### config.mk
export PLATFORM = sky130hd
export DESIGN_NAME = mux_arbiter_2to1_flat
export DESIGN_NICKNAME = d
export VERILOG_FILES = /design/src/rtl/mux_arbiter_2to1_pkg.sv /design/src/rtl/mux_arbiter_2to1_if.sv /design/src/rtl/mux_arbiter_2to1_rr_pick2.sv /design/src/rtl/mux_arbiter_2to1.sv /design/src/flat_wrapper.sv
export SDC_FILE = /design/constraint.sdc
export NUM_CORES = 1
export LEC_CHECK = 0
export BUFFER_PORTS_ARGS = -buffer_cell sky130_fd_sc_hd__buf_2
export CORE_UTILIZATION = 29
export DETAILED_ROUTE_END_ITERATION = 6
export PLACE_DENSITY = 0.58
export SLEW_MARGIN = 15
export SYNTH_ARGS = -nofsm -noshare
export SYNTH_HDL_FRONTEND = slang
export SYNTH_SLANG_ARGS = --single-unit
### constraint.sdc
create_clock -name clk -period 1.7 [get_ports clk]
set_input_delay 0.34 -clock clk [delete_from_list [all_inputs] [get_ports clk]]
set_output_delay 0.34 -clock clk [all_outputs]
set_load 0.02 [all_outputs]
### src/rtl/mux_arbiter_2to1_pkg.sv
// Shared types for the 2:1 operand-mux arbiter.
// Optional macro ARB_LOCK_EN enables requester lock.
package mux_arb_pkg;
  localparam int DEF_WIDTH = 4;

  typedef enum logic {
    IDLE = 1'b0,
    BUSY = 1'b1
  } state_t;
endpackage

### src/rtl/mux_arbiter_2to1_if.sv
// Requester/output bundle for the 2:1 operand-mux arbiter.
// Optional macro ARB_LOCK_EN gives lock0/lock1 meaning.
interface mux_arbiter_2to1_if
  import mux_arb_pkg::*;
#(
  parameter int WIDTH = DEF_WIDTH
);
  logic             req0;
  logic [WIDTH-1:0] data0;
  logic             lock0;
  logic             req1;
  logic [WIDTH-1:0] data1;
  logic             lock1;
  logic             gnt0;
  logic             gnt1;
  logic             out_valid;
  logic             out_ready;
  logic [WIDTH-1:0] out_data;
  logic             out_src;

  modport master (
    output req0, data0, lock0,
    output req1, data1, lock1,
    output out_ready,
    input  gnt0, gnt1,
    input  out_valid, out_data, out_src
  );

  modport slave (
    input  req0, data0, lock0,
    input  req1, data1, lock1,
    input  out_ready,
    output gnt0, gnt1,
    output out_valid, out_data, out_src
  );
endinterface

### src/rtl/mux_arbiter_2to1_rr_pick2.sv
// Two-way round-robin winner select with optional owner mask.
// Lock masking is active only when lock_q is driven high (ARB_LOCK_EN).
module rr_pick2 (
  input  logic req0,
  input  logic req1,
  input  logic prio,
  input  logic lock_q,
  input  logic owner,
  output logic win_vld,
  output logic win
);
  logic r0;
  logic r1;

  // a held lock hides the non-owner
  assign r0 = req0 & ~(lock_q & owner);
  assign r1 = req1 & ~(lock_q & ~owner);

  assign win_vld = r0 | r1;

  always_comb begin
    win = 1'b0;
    unique case (1'b1)
      (r0 & r1):  win = prio;
      (r1 & ~r0): win = 1'b1;
      default:    win = 1'b0;
    endcase
  end
endmodule

### src/rtl/mux_arbiter_2to1.sv
// Round-robin arbiter feeding one 2:1 operand mux into a valid/ready stage.
// Optional macro ARB_LOCK_EN: winner may hold ownership via lock0/lock1.
module mux_arbiter_2to1
  import mux_arb_pkg::*;
#(
  parameter int WIDTH = DEF_WIDTH
) (
  input logic               clk,
  input logic               rst_n,
  mux_arbiter_2to1_if.slave bus
);
  state_t           state_q;
  state_t           state_d;
  logic             prio_q;
  logic             lock_q;
  logic             owner_q;
  logic [WIDTH-1:0] data_q;
  logic [WIDTH-1:0] data_w;
  logic             src_q;
  logic             can_load;
  logic             win_vld;
  logic             win;
  logic             load;

  rr_pick2 u_pick (
    .req0    (bus.req0),
    .req1    (bus.req1),
    .prio    (prio_q),
    .lock_q  (lock_q),
    .owner   (owner_q),
    .win_vld (win_vld),
    .win     (win)
  );

  assign can_load = (state_q == IDLE) |
                    ((state_q == BUSY) & bus.out_ready);
  assign load     = rst_n & can_load & win_vld;
  assign data_w   = win ? bus.data1 : bus.data0;

  assign bus.gnt0      = load & ~win;
  assign bus.gnt1      = load & win;
  assign bus.out_valid = (state_q == BUSY);
  assign bus.out_data  = data_q;
  assign bus.out_src   = src_q;

  always_comb begin
    state_d = state_q;
    if (load) begin
      state_d = BUSY;
    end else if ((state_q == BUSY) && bus.out_ready) begin
      state_d = IDLE;
    end
  end

  always_ff @(posedge clk) begin
    if (!rst_n) begin
      state_q <= IDLE;
      prio_q  <= 1'b0;
      data_q  <= '0;
      src_q   <= 1'b0;
    end else begin
      state_q <= state_d;
      if (load) begin
        data_q <= data_w;
        src_q  <= win;
        prio_q <= ~win;
      end
    end
  end

`ifdef ARB_LOCK_EN
  logic lock_w;

  assign lock_w = win ? bus.lock1 : bus.lock0;

  always_ff @(posedge clk) begin
    if (!rst_n) begin
      lock_q  <= 1'b0;
      owner_q <= 1'b0;
    end else if (load) begin
      lock_q  <= lock_w;
      owner_q <= win;
    end
  end
`else
  logic unused_lock;

  assign lock_q      = 1'b0;
  assign owner_q     = 1'b0;
  assign unused_lock = bus.lock0 ^ bus.lock1;
`endif
endmodule

### src/flat_wrapper.sv
// flat-port wrapper written by rule: the top's interface ports become plain ports
module mux_arbiter_2to1_flat import mux_arb_pkg::*;
#(
  parameter int WIDTH = DEF_WIDTH
)
  (clk, rst_n, bus_req0, bus_data0, bus_lock0, bus_req1, bus_data1, bus_lock1, bus_out_ready, bus_gnt0, bus_gnt1, bus_out_valid, bus_out_data, bus_out_src);
  mux_arbiter_2to1_if #(.WIDTH(WIDTH)) bus_i ();
  input logic clk;
  input logic rst_n;
  input wire logic [$bits(bus_i.req0)-1:0] bus_req0;
  input wire logic [$bits(bus_i.data0)-1:0] bus_data0;
  input wire logic [$bits(bus_i.lock0)-1:0] bus_lock0;
  input wire logic [$bits(bus_i.req1)-1:0] bus_req1;
  input wire logic [$bits(bus_i.data1)-1:0] bus_data1;
  input wire logic [$bits(bus_i.lock1)-1:0] bus_lock1;
  input wire logic [$bits(bus_i.out_ready)-1:0] bus_out_ready;
  output wire logic [$bits(bus_i.gnt0)-1:0] bus_gnt0;
  output wire logic [$bits(bus_i.gnt1)-1:0] bus_gnt1;
  output wire logic [$bits(bus_i.out_valid)-1:0] bus_out_valid;
  output wire logic [$bits(bus_i.out_data)-1:0] bus_out_data;
  output wire logic [$bits(bus_i.out_src)-1:0] bus_out_src;
  assign bus_i.req0 = bus_req0;
  assign bus_i.data0 = bus_data0;
  assign bus_i.lock0 = bus_lock0;
  assign bus_i.req1 = bus_req1;
  assign bus_i.data1 = bus_data1;
  assign bus_i.lock1 = bus_lock1;
  assign bus_i.out_ready = bus_out_ready;
  assign bus_gnt0 = bus_i.gnt0;
  assign bus_gnt1 = bus_i.gnt1;
  assign bus_out_valid = bus_i.out_valid;
  assign bus_out_data = bus_i.out_data;
  assign bus_out_src = bus_i.out_src;
  mux_arbiter_2to1 #(.WIDTH(WIDTH)) u_core (.clk(clk), .rst_n(rst_n), .bus(bus_i));
endmodule
==> results of run 1 <==
[registers in the layout, indices dropped and copies added (netlist names)]
register              count
u_core.bus.out_src        1
u_core.bus.out_data       4
u_core.bus.out_valid      1
u_core.prio_q             1
[layer usage]
layer	track usage [%]	part of all wire, %
met4	10.3	2.2
met1	15.0	41
met5	0	0
met3	3.98	7.4
met2	20.1	49
[cells by family after synthesis]
| group | Yosys count | synth area share [%] |
|---|---|---|
| and+or+nand+nor | 10 | 17.8 |
| DFF | 7 | 34.5 |
| AOI/OAI and AO/OA | 17 | 28.6 |
| buffers and inverters | 10 | 19.1 |
[through the flow]
stage / setup slack, ns / hold WS (ns) / instance area, sq um
floorplan: 0.134 / 0.472 / 407
global placement: 0.188 / 0.487 / 493
detailed placement: 0.194 / 0.489 / 493
CTS: 0.0592 / 0.350 / 520
global route: 0.00255 / 0.364 / 520
finish: 0.0646 / 0.337 / 520
[power by group through the flow]
stage	Sequential (mW)	Clock, mW	Combinational, mW
after floorplan	0.200	0	0.0647
after global placement	0.186	0	0.105
after detailed placement	0.186	0	0.105
after CTS	0.183	0.161	0.106
after global routing	0.185	0.170	0.115
final	0.183	0.162	0.104
[worst paths after layout]
path / startpoint / slack (ns) / endpoint
setup reg to reg: u_core.prio_q / 0.57 / u_core.bus.out_data[0]
setup / recovery: u_core.bus.out_valid / 0.06 / bus_gnt0
hold reg to reg: u_core.prio_q / 0.50 / u_core.prio_q
hold / removal: bus_req0 / 0.34 / u_core.bus.out_valid
[cells in the final DEF, fill, tap and decap left out, drive strengths merged, types with 2 or more instances in the layout]
cell,netlist,routed
inv,4,4
nand3b,4,4
a311oi,4,4
o21ai,4,4
buf,5,24
clkbuf,1,3
a31oi,4,4
a21oi,2,2
dfxtp,7,7
[worst max-delay path, stage by stage (launching register included)]
cell      delay, ns
dfxtp_1        0.31
nand2b_1       0.19
and3_4         0.26
o21a_1         0.12
buf_2          0.15
[area by class of cell]
cell class                      count  share of cell area, %
Multi-Input combinational cell     27                   36.3
Sequential cell                     7                   26.9
Timing Repair Buffer               24                   25.0
Clock buffer                        3                   4.33
Tap cell                           15                   3.61
Inverter                            4                   2.88
Clock inverter                      1                  0.962
==> flow_metrics.py, run 1 <==
metrics = {
    "clock_tree": {
        "insertion_delay_ns": 0.27,
        "cts_hold_buf": 0,
        "root_buffer": "clkbuf_4",
        "cts.sinks": 7,
        "cts.repair.resized": 0,
        "cts.clk_slew.worst_paths_ns": 0.06,
        "tritoncts": "done",
        "cts_made_buffers": 3,
        "cts_setup_buffers": 0,
        "h-tree-depth": 1,
        "cts_buffer_depth": 2,
    },
    "placement": {
        "dp_cells": 77,
        "io_buffers": 20,
        "hpwl_um": 688,
        "place.gp.congestion": 0.788,
    },
    "synth": {
        "synthFlopType": "dfxtp_1",
        "synth.top_cell.area_share_pct": 34.5,
        "ys_seq_area_share_pct": 34.5,
        "syn_area_sq_um": 407,
        "yosys-top-cells-area": "dfxtp_1, a311oi_1, buf_6",
        "yosys.area.top_type": "dfxtp_1",
        "syn_area_per_cell_sq_um": 9.24,
        "ys_seq_elements": 7,
        "synth_nets": 59,
        "synth-edff-count": 0,
        "ys_warn_count": 0,
        "async_flop_share_pct": 0,
        "syn_inst": 44,
        "ys_types": 20,
        "yosysMostFrequentCell": "dfxtp_1",
    },
    "timing": {
        "maxSlewHeadroom_pct": 79.5,
        "rsz0062_at_grt": "no",
        "finalSetupTns_ns": 0,
        "slew_viol_final": 0,
        "fin_skew_ns": 0.0132,
        "report.final.setup_viol": 0,
        "post-route-period-util_pct": 96.2,
        "tightestPinTransition_ns": 0.307,
        "finalCriticalPeriod_ns": 1.64,
        "timing.fmax_ghz": 0.611,
        "hold_violations": 0,
    },
    "worst_setup_path": {
        "crit_type": "flip-flop to primary output",
        "critPathLaunchType": "flip-flop",
        "cp-end-kind": "primary output",
        "critPathMaxFanout": 6,
        "worstRegToRegCells": 4,
        "crit_arrival_ns": 1.30,
        "cp.required_ns": 1.36,
    },
    "drt": {
        "vias": 407,
        "ant_nets": 0,
        "wl_um": 878,
        "wire_per_inst_um": 10.8,
        "drt-pass1-iter-count": 4,
        "initialDrtViolationCount": 8,
        "drc": 0,
        "vias_per_cell": 5.02,
    },
    "power": {
        "p_clk_share_pct": 36.0,
        "pwr_density_cell_mw_per_mm2": 862,
        "ir_drop_v": 0.000409,
        "leakage_nw": 0.255,
        "power.internal_mw": 0.312,
        "swShare_pct": 30.6,
        "combPwrFrac_pct": 23.2,
        "p_seq_share_pct": 40.8,
        "finalPower_mw": 0.449,
        "switching_power_mw": 0.137,
    },
    "die": {
        "fp-row-count": 13,
        "io_pins": 23,
        "start_util_pct": 31.3,
        "dieWidth_um": 39.4,
        "fp.dieH_um": 39.4,
        "core_sq_mm": 0.00130,
        "fp.dieArea_sq_mm": 0.00156,
    },
    "final_layout": {
        "ff_latch_area_sq_um": 140,
        "drive_above_1_share_pct": 45.5,
        "multiInputGateArea_sq_um": 189,
        "stdcell_count": 81,
        "fillers": 144,
        "postLayoutCoreUtil_pct": 40.0,
        "area_delta_synth_final_pct": 28.0,
        "diodes": 0,
        "nets": 82,
    },
    "outcome": {
        "status": "completed",
    },
    "hold_path": {
        "min_delay_path_depth": 3,
        "worst_hold_path_type": "primary input to flip-flop",
    },
    "global_routing": {
        "grt-ovfl-total": 0,
        "grt_use_total_pct": 13.2,
        "grt_pass1_vias": 333,
        "grt_max_degree": 10,
        "grt_pass1_wl_um": 1340,
        "antenna_found_initial": 0,
    },
    "flow_run": {
        "maxCapViolCount": 0,
    },
}
(Power assumes the default switching activity.)
==> run 2: changes to the inputs <==
- clock period: 1.7 -> 2 ns (I/O delays scaled with it)
==> flow_metrics.py, run 2 (same netlist as run 1, synthesis figures left out) <==
metrics = {
    "global_routing": {
        "grt_use_total_pct": 13.1,
        "grt_util_met3_pct": 3.98,
        "top_usage_layer": "met2",
        "grt-ovfl-total": 0,
        "grt_util_met2_pct": 18.9,
        "grt_pass1_wl_um": 1320,
        "grt_pass1_vias": 298,
        "grt_max_degree": 10,
        "antenna_found_initial": 0,
        "gr-usage-met1_pct": 15.6,
    },
    "die": {
        "fp.dieH_um": 39.4,
        "core_sq_mm": 0.00130,
        "fp-row-count": 13,
        "dieWidth_um": 39.4,
        "fp.dieArea_sq_mm": 0.00156,
        "io_pins": 23,
        "start_util_pct": 31.3,
    },
    "timing": {
        "report.final.setup_viol": 0,
        "finalSetupTns_ns": 0,
        "fin_ws_ns": 0.253,
        "timing.fmax_ghz": 0.573,
        "post-route-period-util_pct": 87.3,
        "fin_skew_ns": 0.00568,
        "slew_viol_final": 0,
        "maxSlewHeadroom_pct": 78.6,
        "hold_ws_ns": 0.413,
        "tightestPinTransition_ns": 0.320,
        "finalCriticalPeriod_ns": 1.75,
        "hold_violations": 0,
        "rsz0062_at_grt": "no",
    },
    "clock_tree": {
        "cts.repair.resized": 0,
        "root_buffer": "clkbuf_4",
        "insertion_delay_ns": 0.25,
        "cts_setup_buffers": 0,
        "h-tree-depth": 1,
        "cts_buffer_depth": 2,
        "cts.sinks": 7,
        "cts_made_buffers": 3,
        "cts.clk_slew.worst_paths_ns": 0.05,
        "cts_hold_buf": 0,
        "tritoncts": "done",
    },
    "power": {
        "pwr_density_cell_mw_per_mm2": 745,
        "ir_drop_v": 0.000290,
        "leakage_nw": 0.239,
    },
    "placement": {
        "place.gp.congestion": 0.736,
        "dp_slack_ns": 0.260,
        "io_buffers": 20,
    },
    "worst_setup_path": {
        "critPathLaunchType": "primary input",
        "cp-end-kind": "primary output",
        "cp.required_ns": 1.60,
        "crit_type": "primary input to primary output",
        "critPathMaxFanout": 8,
        "crit_arrival_ns": 1.35,
    },
    "final_layout": {
        "postLayoutCoreUtil_pct": 38.2,
        "ff_latch_area_sq_um": 140,
        "area_delta_synth_final_pct": 22.2,
        "fillers": 152,
        "nets": 79,
        "layout_commonest_cell": "buf_2",
        "largest_reg_flops": 4,
        "final_cell_mix": "buf_2, dfxtp_1",
        "diodes": 0,
        "multiInputGateArea_sq_um": 189,
        "drive_above_1_share_pct": 41.3,
    },
    "hold_path": {
        "worst_hold_path_type": "primary input to flip-flop",
    },
    "drt": {
        "drt-pass1-iter-count": 3,
        "initialDrtViolationCount": 6,
        "vias_per_cell": 5.05,
        "wl_um": 843,
        "wire_per_inst_um": 10.8,
        "ant_nets": 0,
        "vias": 394,
        "drc": 0,
    },
    "flow_run": {
        "maxCapViolCount": 0,
    },
    "outcome": {
        "status": "completed",
    },
}
==> run 2: cell count changes in the layout (fill, tap and decap cells not counted) <==
cell	delta
clkbuf_1	+1
clkinv_2	-1
buf_4	-3
==> run 2: metal layers <==
metal | part of all wire (%) | wire, um
met2 | 47 | 397
met5 | 0 | 0
met3 | 6.6 | 56
met4 | 1.5 | 13
met1 | 44 | 375
==> run 2: power breakdown <==
part	leakage (nW)	internal, mW	switching (mW)
Sequential	0.0580	0.151	0.00475
Clock	0.0150	0.0762	0.0536
Combinational	0.166	0.0369	0.0478
==> run 2: stage by stage <==
stage	area (sq um)	instances	power [mW]
after floorplan	407	44	0.225
after global placement	470	74	0.243
after detailed placement	470	74	0.243
after CTS	497	78	0.374
after global routing	497	78	0.390
final	497	78	0.370
==> run 2: critical path, stage by stage <==
cell and delay, ns:
buf_2 0.15, or2_1 0.32, and3_4 0.23, o21a_1 0.10
buf_2 0.15
==> run 2: path summary, 6_finish.rpt <==
check	start	cells after the start	slack, ns	endpoint
worst min register to register	u_core.prio_q	1	0.52	u_core.prio_q
worst min-delay path	bus_req0	3	0.41	u_core.bus.out_valid
worst max-delay path	bus_req1	5	0.25	bus_gnt0
worst max register to register	u_core.prio_q	4	0.83	u_core.bus.out_data[2]
==> run 2: layout make-up <==
cell class | count | share of cell area (%)
Inverter | 4 | 3.02
Sequential cell | 7 | 28.2
Clock buffer | 4 | 5.29
Tap cell | 15 | 3.78
Timing Repair Buffer | 21 | 21.7
Multi-Input combinational cell | 27 | 38.0
